### config.mk
export PLATFORM = sky130hd
export DESIGN_NAME = sha256_chain_engine
export DESIGN_NICKNAME = d
export VERILOG_FILES = /design/src/rtl/sha256_chain_engine.sv
export SDC_FILE = /design/constraint.sdc
export NUM_CORES = 2
export LEC_CHECK = 0
export ABC_CLOCK_PERIOD_IN_PS = 74300
export BUFFER_PORTS_ARGS = -buffer_cell sky130_fd_sc_hd__buf_2
export CAP_MARGIN = 10
export CORE_MARGIN = 10
export CORE_UTILIZATION = 36
export DETAILED_ROUTE_END_ITERATION = 7
export PLACE_DENSITY = 0.5
export SLEW_MARGIN = 30
export SYNTH_ARGS = -nofsm -noshare
export SYNTH_HDL_FRONTEND = slang
export SYNTH_SLANG_ARGS = --single-unit
### constraint.sdc
create_clock -name clk_100mhz -period 74.3 [get_ports clk_100mhz]
set_input_delay 14.86 -clock clk_100mhz [delete_from_list [all_inputs] [get_ports clk_100mhz]]
set_output_delay 14.86 -clock clk_100mhz [all_outputs]
set_load 0.02 [all_outputs]
### src/rtl/sha256_chain_engine.sv
// sha256_chain_engine: chained SHA-256/224 block compressor, 1/2/4 rounds per clock, 16-word sliding schedule
module sha256_chain_engine #(
    parameter int ROUNDS_PER_CLK = 1,
    parameter int SUPPORT_224    = 1
) (
    input  logic         clk_100mhz,
    input  logic         rst_i,
    input  logic         blk_valid_i,
    output logic         blk_ready_o,
    input  logic [511:0] blk_data_i,
    input  logic         blk_first_i,
    input  logic         blk_last_i,
    input  logic         mode_224_i,
    input  logic         abort_i,
    output logic         hash_valid_o,
    input  logic         hash_ready_i,
    output logic [255:0] hash_o,
    output logic         busy_o,
    output logic [31:0]  blk_count_o
);
    if (ROUNDS_PER_CLK != 1 && ROUNDS_PER_CLK != 2 && ROUNDS_PER_CLK != 4) begin : g_bad_rpc
        $error("ROUNDS_PER_CLK must be 1, 2 or 4");
    end

    // element 0 is H0 / a
    localparam logic [7:0][31:0] IV256 = {
        32'h5be0cd19, 32'h1f83d9ab, 32'h9b05688c, 32'h510e527f,
        32'ha54ff53a, 32'h3c6ef372, 32'hbb67ae85, 32'h6a09e667};
    localparam logic [7:0][31:0] IV224 = {
        32'hbefa4fa4, 32'h64f98fa7, 32'h68581511, 32'hffc00b31,
        32'hf70e5939, 32'h3070dd17, 32'h367cd507, 32'hc1059ed8};
    localparam logic [31:0] K [64] = '{
        32'h428a2f98, 32'h71374491, 32'hb5c0fbcf, 32'he9b5dba5, 32'h3956c25b, 32'h59f111f1, 32'h923f82a4, 32'hab1c5ed5,
        32'hd807aa98, 32'h12835b01, 32'h243185be, 32'h550c7dc3, 32'h72be5d74, 32'h80deb1fe, 32'h9bdc06a7, 32'hc19bf174,
        32'he49b69c1, 32'hefbe4786, 32'h0fc19dc6, 32'h240ca1cc, 32'h2de92c6f, 32'h4a7484aa, 32'h5cb0a9dc, 32'h76f988da,
        32'h983e5152, 32'ha831c66d, 32'hb00327c8, 32'hbf597fc7, 32'hc6e00bf3, 32'hd5a79147, 32'h06ca6351, 32'h14292967,
        32'h27b70a85, 32'h2e1b2138, 32'h4d2c6dfc, 32'h53380d13, 32'h650a7354, 32'h766a0abb, 32'h81c2c92e, 32'h92722c85,
        32'ha2bfe8a1, 32'ha81a664b, 32'hc24b8b70, 32'hc76c51a3, 32'hd192e819, 32'hd6990624, 32'hf40e3585, 32'h106aa070,
        32'h19a4c116, 32'h1e376c08, 32'h2748774c, 32'h34b0bcb5, 32'h391c0cb3, 32'h4ed8aa4a, 32'h5b9cca4f, 32'h682e6ff3,
        32'h748f82ee, 32'h78a5636f, 32'h84c87814, 32'h8cc70208, 32'h90befffa, 32'ha4506ceb, 32'hbef9a3f7, 32'hc67178f2};

    typedef enum logic [1:0] {IDLE, ROUND, ADD, DONE} state_t;

    state_t            state, state_nxt;
    logic [7:0][31:0]  h, v, rv, iv;
    logic [15:0][31:0] win, rw;
    logic [5:0]        t_cnt;
    logic [31:0]       t1, t2, nw;
    logic              last_q, mode_q, mode_in, accept, t_end;

    function automatic logic [31:0] ror(input logic [31:0] x, input int n);
        return (x >> n) | (x << (32 - n));
    endfunction

    assign mode_in = (SUPPORT_224 != 0) && mode_224_i;
    assign iv      = mode_in ? IV224 : IV256;
    assign accept  = blk_valid_i && blk_ready_o;
    assign t_end   = t_cnt == 6'(64 - ROUNDS_PER_CLK);
    assign busy_o  = state != IDLE;
    assign hash_o  = {h[0], h[1], h[2], h[3], h[4], h[5], h[6], mode_q ? 32'h0 : h[7]};

    // ROUNDS_PER_CLK rounds chained combinationally, window sliding one word per round
    always_comb begin
        rv = v;
        rw = win;
        t1 = '0;
        t2 = '0;
        nw = '0;
        for (int r = 0; r < ROUNDS_PER_CLK; r++) begin
            t1 = rv[7] + (ror(rv[4], 6) ^ ror(rv[4], 11) ^ ror(rv[4], 25))
               + ((rv[4] & rv[5]) ^ (~rv[4] & rv[6])) + K[t_cnt + 6'(r)] + rw[0];
            t2 = (ror(rv[0], 2) ^ ror(rv[0], 13) ^ ror(rv[0], 22))
               + ((rv[0] & rv[1]) ^ (rv[0] & rv[2]) ^ (rv[1] & rv[2]));
            nw = rw[0] + (ror(rw[1], 7) ^ ror(rw[1], 18) ^ (rw[1] >> 3)) + rw[9]
               + (ror(rw[14], 17) ^ ror(rw[14], 19) ^ (rw[14] >> 10));
            rv = {rv[6:4], rv[3] + t1, rv[2:0], t1 + t2};
            rw = {nw, rw[15:1]};
        end
    end

    always_comb begin
        state_nxt = state;
        case (state)
            IDLE:    state_nxt = accept ? ROUND : IDLE;
            ROUND:   state_nxt = t_end ? ADD : ROUND;
            ADD:     state_nxt = last_q ? DONE : IDLE;
            DONE:    state_nxt = hash_ready_i ? IDLE : DONE;
            default: state_nxt = IDLE;
        endcase
    end

    always_ff @(posedge clk_100mhz) begin
        if (rst_i || abort_i) begin
            state        <= IDLE;
            blk_ready_o  <= 1'b1;
            hash_valid_o <= 1'b0;
        end else begin
            state        <= state_nxt;
            blk_ready_o  <= state_nxt == IDLE;
            hash_valid_o <= state_nxt == DONE;
        end
    end

    always_ff @(posedge clk_100mhz) begin
        if (rst_i || abort_i) begin
            h           <= IV256;
            mode_q      <= 1'b0;
            blk_count_o <= '0;
        end else if (state == IDLE && accept) begin
            for (int i = 0; i < 16; i++) win[i] <= blk_data_i[511 - 32*i -: 32];
            t_cnt  <= '0;
            last_q <= blk_last_i;
            if (blk_first_i) begin
                h           <= iv;
                v           <= iv;
                mode_q      <= mode_in;
                blk_count_o <= 32'd1;
            end else begin
                v           <= h;
                blk_count_o <= blk_count_o + 32'd1;
            end
        end else if (state == ROUND) begin
            v     <= rv;
            win   <= rw;
            t_cnt <= t_cnt + 6'(ROUNDS_PER_CLK);
        end else if (state == ADD) begin
            for (int i = 0; i < 8; i++) h[i] <= h[i] + v[i];
        end
    end
endmodule

==> out/metrics.yaml <==
rows: 165
max_freq_mhz: 49.7
cts.sinks: 1068
synth_edf_count: 775
crit_family: "buffers and inverters"
cts_root_buffer: "clkbuf_16"
synth-seq-cells: 1068
critPathMaxFanout: 122
syn_nets: 9488
hold_viol: 0
die_w_um: 471
worst_path_max_delay_cell: "buf_4"
path_buf_inv: 7
ioPinCount: 811
hpwl_mm: 254
cp.required_ns: 74.73
synth_compound_area_frac: 0.161
syn_to_final_growth_pct: 12.8
die_h_um: 471
setup_violations: 0
slew_headroom: 0.282
grt_pass1_vias: 59950
postCtsResizedCells: 0
drcViolationCount: 0
ys.flop_type: "edfxtp_1"
fp.coreArea_um2: 202000
hold_end: "hash_o[90]"
rr_endpoint: "rv[61]"
synth_top_family_by_area: "simple AND/OR/NAND/NOR gates"
skew_ns: 0.0265
synth_simple_gate_area_frac: 0.169
numCtsBuffers: 133
crit_top_cell: "buf_4"
nNetsFinal: 9866
clk_latency_ns: 0.83
globalRoute.totalOverflow: 0
synth_fa_ha_area_frac: 0.122
syn_avg_cell_area_um2: 8.74
period_needed_ns: 20.12
dr.pass1.iters: 6
antenna_found_initial: 38
clock_path_buffers: 3
regArea_um2: 29100
utilization: 0.408
fin_crit_sh: 0.271
multiInputGateArea_um2: 39100
worst-r2r-setup-slack_ns: 63.83
rsz0062_at_grt: "no"
drive_gt1_frac: 0.133
cap_violations: 0
critical_path.startpoint_type: "input pin"
track_usage: 0.286
synthCells: 8375
hp-class: "reg -> reg"
arrival_ns: 20.56
cts_setup_buffers: 0
slew_viol_final: 0
ff2ff_path_depth: 36
ys_types: 88
synthMuxAreaShare: 0.00884
synth-xor-area-share: 0.0707
yosysTopAreaCell: "edfxtp_1"
hp-start: "hash_o[90]"
worst_slew_pin_slew_ns: 1.07
r2r-start: "t_cnt[0]"
status: "complete, no violations"
grt_max_degree: 225
viasPerCell: 5.56
worst_setup_path_end_kind: "flip-flop"
path_class: "in -> reg"
via_count: 64156
netlist.area_leader.share: 0.318
path_clk_slew_ns: 0.06
io_buffers: 810
postRouteAntennaNets: 0
drt_iter0_drc: 7391
syn_area_um2: 73200
cts_tree: "built"
place.gp.congestion: 0.967
grt_pass1_wl_mm: 460
postSynth.asyncResetShare: 0
wire_per_inst_um: 29.0
yosysWarnings: 0
holdPathStages: 2
ys_seq_area_frac: 0.398
tns_ns: 0
initial_utilization: 0.362
hold_buffers: 0
die_area_um2: 222000
htreeDepth: 4
n_fill_cell: 20482
wl_mm: 334
max_stage_delay_ns: 0.80
synthTopCellsByArea: "edfxtp_1 (32%), nand2_1 (10%), dfxtp_1 (8.0%), ha_1 (6.8%), fa_1 (5.4%)"
cp_cell_sequence: "buf_2 > nand3_4 > a21oi_4 > buf_12 > buf_4 > buf_4 > buf_6 > buf_6 > buf_4"
worst max path at each step:
stage | startpoint | to | slack [ns] | cells after the start
2_1_floorplan | abort_i | rv[100] | 19.37 | 5
4_1_cts | blk_valid_i | rw[90] | 54.25 | 9
6_report | blk_valid_i | rw[50] | 54.18 | 9
5_1_grt | blk_valid_i | rw[197] | 53.88 | 9
3_5_place_dp | blk_valid_i | rw[104] | 53.35 | 9
3_3_place_gp | blk_valid_i | rw[104] | 52.84 | 9
metal layers:
layer  up-vias  part of all wire  track usage
met5         -           0.00043            0
met4        24             0.042        0.107
met3       497             0.089       0.0655
met2      2912              0.42        0.419
met1     31442              0.45        0.408
li1      29281                 -            -
flip-flops by register name, summed over array words and instances, names as in the netlist:
signal / cells
h: 32
rw: 480
hash_o: 224
win: 32
v: 64
state: 2
rv: 192
t_cnt: 6
mode_q: 1
hash_valid_o: 1
blk_ready_o: 1
blk_count_o: 32
last_q: 1
metrics by stage:
stage          setup WS (ns)  cell area [µm²]  std cells  hold slack [ns]
2_1_floorplan          19.37            73200       8375            0.452
3_3_place_gp           52.84            78100      11287            0.481
3_5_place_dp           53.35            78200      11288            0.483
4_1_cts                54.25            82500      11531            0.491
5_1_grt                53.88            82500      11538            0.518
6_report               54.18            82600      11542            0.494
cells in the mapped netlist (221+ instances only):
master    instances
a21o_1          221
dfxtp_1         293
nand2_1        2004
a21oi_1         616
buf_4           224
o21ai_0         504
edfxtp_1        775
xnor2_1         321
inv_1           476
xor2_1          268
ha_1            396
clkbuf_1        383
nor2_1          420
final cells by class:
cell class,instances,share of cell area
Clock inverter,62,0.00794
Clock buffer,181,0.0439
Timing Repair Buffer,897,0.0591
Tap cell,2672,0.0405
Inverter,478,0.0218
Sequential cell,1068,0.353
Multi-Input combinational cell,6175,0.474
Antenna cell,9,0.000273
cells in the final DEF (no fill, tap or decap), types with 14 or more instances in the layout:
master / synthesis / layout
inv_1: 476 / 476
nor2b_1: 100 / 100
buf_2: 0 / 809
clkbuf_1: 383 / 39
clkinv_1: 1 / 20
fa_1: 197 / 197
edfxtp_1: 775 / 775
mux2i_1: 14 / 14
clkbuf_16: 0 / 135
o21ai_1: 91 / 92
a22oi_1: 38 / 38
o22ai_1: 58 / 58
nand4_1: 27 / 27
ha_1: 396 / 396
o21ai_0: 504 / 501
o211ai_1: 28 / 28
a21o_1: 221 / 221
a21oi_1: 616 / 614
mux2_2: 29 / 29
clkinv_2: 0 / 16
xor2_1: 268 / 268
o21a_1: 51 / 51
nor3_1: 80 / 80
nand2_1: 2004 / 2002
a211oi_1: 56 / 56
nand2b_1: 79 / 79
o21bai_1: 27 / 27
o31ai_1: 25 / 25
a31oi_1: 70 / 70
or3_1: 38 / 38
nand3_1: 123 / 122
dfxtp_1: 293 / 293
and3_1: 33 / 32
a311oi_1: 14 / 14
nor2_1: 420 / 411
and2_1: 21 / 20
or2_2: 17 / 16
buf_4: 224 / 71
xnor2_1: 321 / 320
cell families after synthesis:
family | count (synthesis)
simple gates | 2983
flops | 1068
compound gates | 1954
xor+xnor | 590
mux | 51
fa+ha+maj | 597
buf+inv | 1132
tightest hold or removal path, cell delays in order (launching register included):
cell,delay (ns)
dfxtp_1,0.34
nand2_1,0.06
o21ai_1,0.05
Power is not shown: default switching activity piles up to over one toggle a cycle in this logic, so the estimate is an artifact.
